[src/rtl/musa_muldiv_pkg.sv]
// musa_muldiv_pkg: shared definitions for the MUSA multiply/divide unit.
//   - MIPS funct codes served by the unit (FUNCT_MULT .. FUNCT_MTLO)
//   - state encoding for the iterative controller
//   - small decode helpers (is_mul, is_div, is_muldiv, is_signed_op)
package musa_muldiv_pkg;

    localparam logic [5:0] FUNCT_MFHI  = 6'h10;
    localparam logic [5:0] FUNCT_MTHI  = 6'h11;
    localparam logic [5:0] FUNCT_MFLO  = 6'h12;
    localparam logic [5:0] FUNCT_MTLO  = 6'h13;
    localparam logic [5:0] FUNCT_MULT  = 6'h18;
    localparam logic [5:0] FUNCT_MULTU = 6'h19;
    localparam logic [5:0] FUNCT_DIV   = 6'h1A;
    localparam logic [5:0] FUNCT_DIVU  = 6'h1B;

    // Controller state type; encodings kept as plain constants so the
    // values stay stable for older tools and waveform decoders.
    typedef logic [1:0] state_t;
    localparam state_t StIdle = 2'd0;
    localparam state_t StCalc = 2'd1;
    localparam state_t StFix  = 2'd2;
    localparam state_t StDone = 2'd3;

    function automatic logic is_mul(input logic [5:0] f);
        return (f == FUNCT_MULT) || (f == FUNCT_MULTU);
    endfunction

    function automatic logic is_div(input logic [5:0] f);
        return (f == FUNCT_DIV) || (f == FUNCT_DIVU);
    endfunction

    function automatic logic is_muldiv(input logic [5:0] f);
        return is_mul(f) || is_div(f);
    endfunction

    function automatic logic is_signed_op(input logic [5:0] f);
        return (f == FUNCT_MULT) || (f == FUNCT_DIV);
    endfunction

endpackage

[src/rtl/musa_muldiv_if.sv]
// musa_muldiv_if: request/response bundle between the EX stage and musa_muldiv.
//   master: drives start, func, data_a, data_b; observes busy, done, div_zero,
//           illegal, result.
//   slave : the multiply/divide unit.
interface musa_muldiv_if #(
    parameter int unsigned WIDTH = 32
);
    logic             start;
    logic [5:0]       func;
    logic [WIDTH-1:0] data_a;
    logic [WIDTH-1:0] data_b;
    logic             busy;
    logic             done;
    logic             div_zero;
    logic             illegal;
    logic [WIDTH-1:0] result;

    modport master (
        output start, func, data_a, data_b,
        input  busy, done, div_zero, illegal, result
    );

    modport slave (
        input  start, func, data_a, data_b,
        output busy, done, div_zero, illegal, result
    );
endinterface

[src/rtl/musa_div_step.sv]
// musa_div_step: one combinational restoring-division step.
//   rem_in  : current partial remainder (always < divisor)
//   bit_in  : next dividend bit shifted in
//   divisor : divisor magnitude (non-zero)
//   rem_out : next partial remainder
//   q_bit   : quotient bit produced by this step
module musa_div_step #(
    parameter int unsigned WIDTH = 32
) (
    input  logic [WIDTH-1:0] rem_in,
    input  logic             bit_in,
    input  logic [WIDTH-1:0] divisor,
    output logic [WIDTH-1:0] rem_out,
    output logic             q_bit
);
    logic [WIDTH:0] shifted;
    logic [WIDTH:0] diff;

    always_comb begin
        shifted = {rem_in, bit_in};
        diff    = shifted - {1'b0, divisor};
        // shifted < 2*divisor, so the MSB of diff is exactly the borrow.
        q_bit   = ~diff[WIDTH];
        rem_out = q_bit ? diff[WIDTH-1:0] : shifted[WIDTH-1:0];
    end
endmodule

[src/rtl/musa_muldiv.sv]
// musa_muldiv: iterative multiply/divide unit with HI/LO registers.
//   clock, reset : rising-edge clock, asynchronous active-high reset
//   bus (slave)  : start/func/data_a/data_b request; busy/done/div_zero/
//                  illegal/result response (result = HI on MFHI, LO on MFLO)
// Build option: MUSA_MULDIV_DIV_EN adds the divider and DIV/DIVU; without it
// DIV/DIVU raise illegal and leave HI/LO untouched.
module musa_muldiv
    import musa_muldiv_pkg::*;
#(
    parameter int unsigned WIDTH = 32  // must match the width of bus
) (
    input logic          clock,
    input logic          reset,
    musa_muldiv_if.slave bus
);
    localparam int unsigned   CntW    = $clog2(WIDTH);
    localparam logic [CntW-1:0] CntInit = CntW'(WIDTH - 1);

    state_t             state_q, state_d;
    logic [CntW-1:0]    cnt_q, cnt_d;
    // Multiply: {partial product, multiplier}. Divide: {remainder, dividend/quotient}.
    logic [2*WIDTH-1:0] acc_q, acc_d;
    logic [WIDTH-1:0]   mcand_q, mcand_d;  // multiplicand or divisor magnitude
    logic [WIDTH-1:0]   hi_q, hi_d, lo_q, lo_d;
    logic               neg_res_q, neg_res_d;
    logic               div_zero_q, div_zero_d;
    logic               illegal_q, illegal_d;

    logic               busy, accept, op_signed, sign_a, sign_b, div_ok, skip_calc;
    logic [WIDTH-1:0]   mag_a, mag_b;
    logic [WIDTH:0]     mul_sum;
    logic [2*WIDTH-1:0] mul_next, step_next, prod_fix, fix_val;

    assign busy      = (state_q == StCalc) || (state_q == StFix);
    assign accept    = bus.start && !busy;
    assign op_signed = is_signed_op(bus.func);
    assign sign_a    = op_signed && bus.data_a[WIDTH-1];
    assign sign_b    = op_signed && bus.data_b[WIDTH-1];
    assign mag_a     = sign_a ? -bus.data_a : bus.data_a;
    assign mag_b     = sign_b ? -bus.data_b : bus.data_b;

    // Shift-add: add multiplicand when the current multiplier bit is set,
    // then shift the whole accumulator right keeping the carry.
    assign mul_sum  = {1'b0, acc_q[2*WIDTH-1:WIDTH]}
                    + ({1'b0, mcand_q} & {(WIDTH+1){acc_q[0]}});
    assign mul_next = {mul_sum, acc_q[WIDTH-1:1]};
    assign prod_fix = neg_res_q ? -acc_q : acc_q;

`ifdef MUSA_MULDIV_DIV_EN
    logic               op_div_q, op_div_d;
    logic               dz_q, dz_d;
    logic               neg_rem_q, neg_rem_d;
    logic [WIDTH-1:0]   div_rem, quot_fix, rem_fix;
    logic               div_qbit;
    logic [2*WIDTH-1:0] div_next;

    musa_div_step #(
        .WIDTH (WIDTH)
    ) u_div_step (
        .rem_in  (acc_q[2*WIDTH-1:WIDTH]),
        .bit_in  (acc_q[WIDTH-1]),
        .divisor (mcand_q),
        .rem_out (div_rem),
        .q_bit   (div_qbit)
    );

    assign div_next  = {div_rem, acc_q[WIDTH-2:0], div_qbit};
    assign quot_fix  = neg_res_q ? -acc_q[WIDTH-1:0] : acc_q[WIDTH-1:0];
    assign rem_fix   = neg_rem_q ? -acc_q[2*WIDTH-1:WIDTH] : acc_q[2*WIDTH-1:WIDTH];
    assign div_ok    = is_div(bus.func);
    assign step_next = op_div_q ? div_next : mul_next;
    assign fix_val   = op_div_q ? {rem_fix, quot_fix} : prod_fix;
    // Zero divisor: the first CALC cycle goes straight to FIX without stepping.
    assign skip_calc = dz_q;
`else
    assign div_ok    = 1'b0;
    assign step_next = mul_next;
    assign fix_val   = prod_fix;
    assign skip_calc = 1'b0;
`endif

    always_comb begin
        state_d    = state_q;
        cnt_d      = cnt_q;
        acc_d      = acc_q;
        mcand_d    = mcand_q;
        hi_d       = hi_q;
        lo_d       = lo_q;
        neg_res_d  = neg_res_q;
        div_zero_d = div_zero_q;
        illegal_d  = 1'b0;
`ifdef MUSA_MULDIV_DIV_EN
        op_div_d   = op_div_q;
        dz_d       = dz_q;
        neg_rem_d  = neg_rem_q;
`endif
        case (state_q)
            StCalc: begin
                if (skip_calc) begin
                    state_d = StFix;
                end else begin
                    acc_d = step_next;
                    if (cnt_q == '0) state_d = StFix;
                    else             cnt_d   = cnt_q - 1'b1;
                end
            end
            StFix: begin
                hi_d    = fix_val[2*WIDTH-1:WIDTH];
                lo_d    = fix_val[WIDTH-1:0];
                state_d = StDone;
            end
            StDone:  state_d = StIdle;
            default: ;
        endcase

        // Requests are taken in IDLE and DONE; DONE acceptance gives back-to-back ops.
        if (accept) begin
            if (is_mul(bus.func) || div_ok) begin
                state_d    = StCalc;
                cnt_d      = CntInit;
                neg_res_d  = sign_a ^ sign_b;
                div_zero_d = 1'b0;
                mcand_d    = mag_a;
                acc_d      = {{WIDTH{1'b0}}, mag_b};
`ifdef MUSA_MULDIV_DIV_EN
                op_div_d   = div_ok;
                dz_d       = 1'b0;
                neg_rem_d  = sign_a;
                if (div_ok) begin
                    mcand_d = mag_b;
                    acc_d   = {{WIDTH{1'b0}}, mag_a};
                    if (bus.data_b == '0) begin
                        dz_d       = 1'b1;
                        div_zero_d = 1'b1;
                        neg_res_d  = 1'b0;
                        neg_rem_d  = 1'b0;
                        acc_d      = {bus.data_a, {WIDTH{1'b1}}};
                    end
                end
`endif
            end else if (bus.func == FUNCT_MTHI) begin
                hi_d = bus.data_a;
            end else if (bus.func == FUNCT_MTLO) begin
                lo_d = bus.data_a;
            end else if ((bus.func != FUNCT_MFHI) && (bus.func != FUNCT_MFLO)) begin
                illegal_d = 1'b1;
            end
        end
    end

    always_ff @(posedge clock or posedge reset) begin
        if (reset) begin
            state_q    <= StIdle;
            cnt_q      <= '0;
            acc_q      <= '0;
            mcand_q    <= '0;
            hi_q       <= '0;
            lo_q       <= '0;
            neg_res_q  <= 1'b0;
            div_zero_q <= 1'b0;
            illegal_q  <= 1'b0;
        end else begin
            state_q    <= state_d;
            cnt_q      <= cnt_d;
            acc_q      <= acc_d;
            mcand_q    <= mcand_d;
            hi_q       <= hi_d;
            lo_q       <= lo_d;
            neg_res_q  <= neg_res_d;
            div_zero_q <= div_zero_d;
            illegal_q  <= illegal_d;
        end
    end

`ifdef MUSA_MULDIV_DIV_EN
    always_ff @(posedge clock or posedge reset) begin
        if (reset) begin
            op_div_q  <= 1'b0;
            dz_q      <= 1'b0;
            neg_rem_q <= 1'b0;
        end else begin
            op_div_q  <= op_div_d;
            dz_q      <= dz_d;
            neg_rem_q <= neg_rem_d;
        end
    end
`endif

    assign bus.busy     = busy;
    assign bus.done     = (state_q == StDone);
    assign bus.div_zero = div_zero_q;
    assign bus.illegal  = illegal_q;

    always_comb begin
        bus.result = '0;
        if (bus.func == FUNCT_MFHI)      bus.result = hi_q;
        else if (bus.func == FUNCT_MFLO) bus.result = lo_q;
    end
endmodule

[src/flat_wrapper.sv]
// flat-port wrapper written by rule: the top's interface ports become plain ports
module musa_muldiv_flat import musa_muldiv_pkg::*;
#(
    parameter int unsigned WIDTH = 32                                
)
  (clock, reset, bus_start, bus_func, bus_data_a, bus_data_b, bus_busy, bus_done, bus_div_zero, bus_illegal, bus_result);
  musa_muldiv_if #(.WIDTH(WIDTH)) bus_i ();
  input logic clock;
  input logic reset;
  input wire logic [$bits(bus_i.start)-1:0] bus_start;
  input wire logic [$bits(bus_i.func)-1:0] bus_func;
  input wire logic [$bits(bus_i.data_a)-1:0] bus_data_a;
  input wire logic [$bits(bus_i.data_b)-1:0] bus_data_b;
  output wire logic [$bits(bus_i.busy)-1:0] bus_busy;
  output wire logic [$bits(bus_i.done)-1:0] bus_done;
  output wire logic [$bits(bus_i.div_zero)-1:0] bus_div_zero;
  output wire logic [$bits(bus_i.illegal)-1:0] bus_illegal;
  output wire logic [$bits(bus_i.result)-1:0] bus_result;
  assign bus_i.start = bus_start;
  assign bus_i.func = bus_func;
  assign bus_i.data_a = bus_data_a;
  assign bus_i.data_b = bus_data_b;
  assign bus_busy = bus_i.busy;
  assign bus_done = bus_i.done;
  assign bus_div_zero = bus_i.div_zero;
  assign bus_illegal = bus_i.illegal;
  assign bus_result = bus_i.result;
  musa_muldiv #(.WIDTH(WIDTH)) u_core (.clock(clock), .reset(reset), .bus(bus_i));
endmodule
[config.mk]
export PLATFORM = sky130hd
export DESIGN_NAME = musa_muldiv_flat
export DESIGN_NICKNAME = d
export VERILOG_FILES = /design/src/rtl/musa_muldiv_pkg.sv /design/src/rtl/musa_muldiv_if.sv /design/src/rtl/musa_div_step.sv /design/src/rtl/musa_muldiv.sv /design/src/flat_wrapper.sv
export SDC_FILE = /design/constraint.sdc
export NUM_CORES = 1
export LEC_CHECK = 0
export ABC_CLOCK_PERIOD_IN_PS = 6600
export BUFFER_PORTS_ARGS = -buffer_cell sky130_fd_sc_hd__clkbuf_2
export CORE_MARGIN = 2
export CORE_UTILIZATION = 55
export CTS_CLUSTER_SIZE = 40
export DETAILED_ROUTE_END_ITERATION = 12
export PLACE_DENSITY = 0.84
export SYNTH_ARGS = -nofsm -noshare
export SYNTH_HDL_FRONTEND = slang
export SYNTH_HIERARCHICAL = 1
export SYNTH_SLANG_ARGS = --single-unit
[constraint.sdc]
create_clock -name clock -period 6.6 [get_ports clock]
set_input_delay 1.32 -clock clock [delete_from_list [all_inputs] [get_ports clock]]
set_output_delay 1.32 -clock clock [all_outputs]
set_load 0.1 [all_outputs]
==> reports/results.ini <==
[cells_and_area]
seqCellArea_mm2 = 0.004230
layout-drive-gt1-share_pct = 11.52
final_util_pct = 61.58
n_antenna_cell = 0
finalNonFillerCells = 1816
multi_input_area_mm2 = 0.007625
area_growth_pct = 9.838
nFillCells = 1888
final_cell_area_mm2 = 0.01348
fin_nets = 1638

[grt]
grt_pass1_vias = 10860
antenna_found_initial = 0
grt_max_degree = 116
grt_util_met1_pct = 40.65
grt_util_met2_pct = 47.30
grt.overflow.total = 0
grt_pass1_wl_um = 56410
grt_util_met3_pct = 5.132
grt.busiest_layer = met2
grtUsageTotal_pct = 29.51

[clock_tree]
cts_resized = 0
cts.htree.levels = 4
cts-buffers-inserted = 17
cts_root_buf = clkbuf_16
cts_tree = yes
cts_num_sinks = 169
clock_latency_ns = 0.43
path_clk_slew_ns = 0.06
post_cts_buffers = 0
clk_path_buf_depth = 2
ctsHoldBuffers = 0

[min_path]
min-delay-start = u_core/mcand_q[7]
hold-path-cell-count = 2
hp-class = reg -> reg
whs_endpoint = u_core/mcand_q[7]

[critical_path]
path_class = in -> out
critPathMaxFanout = 32
slowest_delay_ns = 0.80
timing.rr.start = u_core/acc_q[0]
path_buf_inv = 2
worstPathRequired_ns = 5.28
reg2reg_to = u_core/acc_q[60]
endpoint_kind = output port
reg2reg_depth = 10
cp-start-kind = primary input
cp_top_family = simple AND/OR/NAND/NOR gates
cp-startpoint = bus_func[2]
cp.arrival_ns = 3.41
cp_cell_sequence = clkbuf_2 -> or3b_1 -> or3_1 -> nor2_1 -> clkbuf_2
reg2reg_slack_ns = 2.73
cp_slowest_cell = or3_1
crit_top_cell = clkbuf_2

[placed_design]
gp_congestion = 0.9070
dp.cells = 1786
io_buffer_count = 107
place_area_mm2 = 0.01289
hpwl_um = 24970

[drt]
viasPerCell = 6.339
drt-total-wl_um = 35030
vias = 11510
drtAntennaViolNets = 0
drc_errors = 0
wl_per_cell_um = 19.29
drt_iter0_drc = 1218
dr.pass1.iters = 8

[floorplanning]
die-width_um = 153.4
fp.coreArea_mm2 = 0.02189
rows = 54
die_y_um = 153.4
dieArea_mm2 = 0.02353
io_pins = 109
start_util_pct = 56.06

[synth]
syn_avg_cell_area_um2 = 8.254
yosys.area_share.xor_xnor_pct = 10.70
synth_fp_nets = 1600
synth_top_family_by_area = simple AND/OR/NAND/NOR gates
synthSimpleGateAreaFrac_pct = 20.81
async_reset_ff_share_pct = 100.0
synth_cells = 1487
yosys_warnings = 6
synth_top_area_share_pct = 34.46
yosysMostFrequentCell = nand2_1
synthTopCellsByArea = dfrtp_1, o21ai_0, mux2i_1
synth_top_area_cell = dfrtp_1
synth_common_cells = nand2_1, o21ai_0, dfrtp_1, nor2_1, xor2_1
synth_seq_cells = 169
synthAdderAreaFrac_pct = 4.139
ys_types = 64
synthFlopType = dfrtp_1
synthMuxAreaShare_pct = 6.932
synth_edf_count = 0
yosysSeqAreaShare_pct = 34.46
synth_compound_area_share_pct = 19.28
synth_area_mm2 = 0.01227

[timing]
drv_slew = 0
fmax_mhz = 211.3
setup_violations = 0
hold_viol_final = 0
tightest_slew_ns = 1.307
rsz0062_at_grt = no
final.period_utilization_pct = 71.71
maxSlewHeadroom_pct = 12.69
layout_min_cycle_time_ns = 4.733
fin_setup_tns_ns = 0
skew_ns = 0.007921

[pwr]
p_leak_uw = 0.005500
irDropWorstVdd_mv = 0.1935
power.density_mw_per_mm2 = 354.8

[status]
outcome = finished, final reports clean

[job]
drv_cap = 0

[sequential cells by signal (all words and copies together), names as in the netlist]
| name | flops |
|---|---|
| u_core/neg_res_q | 1 |
| u_core/mcand_q | 32 |
| u_core/lo_q | 32 |
| u_core/hi_q | 32 |
| u_core/state_q | 2 |
| u_core/bus.illegal | 1 |
| u_core/cnt_q | 5 |
| u_core/acc_q | 64 |
[layout by cell type, fill, tap and decap left out, types with 3 or more instances in the layout]
cell type / netlist / routed
dfrtp_1: 169 / 168
or4_1: 13 / 13
nand3b_1: 5 / 5
xnor2_1: 64 / 64
nor3b_1: 29 / 28
or4_4: 5 / 5
inv_1: 21 / 20
nand2_1: 214 / 214
o21ai_0: 206 / 206
nor4_1: 16 / 16
nor2_1: 102 / 102
a211oi_1: 9 / 9
buf_4: 1 / 8
o211ai_1: 5 / 5
nor2b_1: 9 / 8
o41ai_1: 12 / 12
nand2b_1: 5 / 5
a311oi_1: 3 / 3
a31oi_1: 12 / 12
o21ai_1: 3 / 3
a21oi_1: 81 / 81
clkbuf_2: 1 / 107
clkinv_2: 0 / 3
xor2_1: 86 / 86
o21bai_1: 7 / 7
and2_1: 36 / 35
a21o_1: 18 / 18
clkinvlp_4: 0 / 4
a41o_1: 3 / 3
mux2i_1: 85 / 85
nand4_1: 13 / 13
clkbuf_16: 0 / 17
or3_1: 15 / 15
nor3_1: 24 / 24
or2_2: 5 / 5
nand3_1: 15 / 15
bufinv_16: 0 / 3
ha_1: 39 / 37
o31ai_1: 27 / 27
[cell families after synthesis]
logic type | count (synthesis)
simple gates | 519
compound gates | 405
flops | 169
xor+xnor | 150
buf+inv | 118
mux | 85
fa+ha+maj | 40
other cells | 1
[tightest hold or removal path: cells and delay by family (launching register included)]
kind / cells / cell delay [ns]
compound gates: 1 / 0.06
flops: 1 / 0.34
simple gates: 1 / 0.04
[power breakdown]
part | total [µW] | switching [µW] | internal (µW)
sequential | 1910 | 523 | 1390
clock | 1020 | 421 | 599
combinational | 1850 | 1070 | 783
[per-layer routing]
layer | wire [µm] | vias up
met5 | 0 | -
met4 | 1204 | 0
met3 | 2988 | 91
met2 | 16100 | 565
met1 | 14740 | 5539
li1 | - | 5316
[layout make-up]
type | instances | area share [%]
Clock buffer | 18 | 3.258
Tap cell | 280 | 2.599
Timing Repair Buffer | 115 | 4.418
Sequential cell | 169 | 31.38
Inverter | 22 | 0.6497
Clock inverter | 12 | 1.132
Multi-Input combinational cell | 1200 | 56.56
[how the worst max path moves through the flow]
stage,endpoint,depth (start not counted)
after floorplan,u_core/acc_q[0],1
after global placement,bus_result[0],5
after detailed placement,bus_result[15],5
after CTS,bus_result[15],5
after global routing,bus_result[12],5
final,bus_result[15],5
[per-stage QoR]
stage | worst slack, ns | hold WS [ns] | power (µW)
floorplan | 0.7049 | 0.4304 | 3165
global placement | 1.936 | 0.4468 | 3646
detailed placement | 1.838 | 0.4542 | 3718
CTS | 1.834 | 0.4708 | 4752
global route | 1.747 | 0.4920 | 5071
finish | 1.867 | 0.4768 | 4783
No activity file was read; power rests on OpenSTA's default activity.
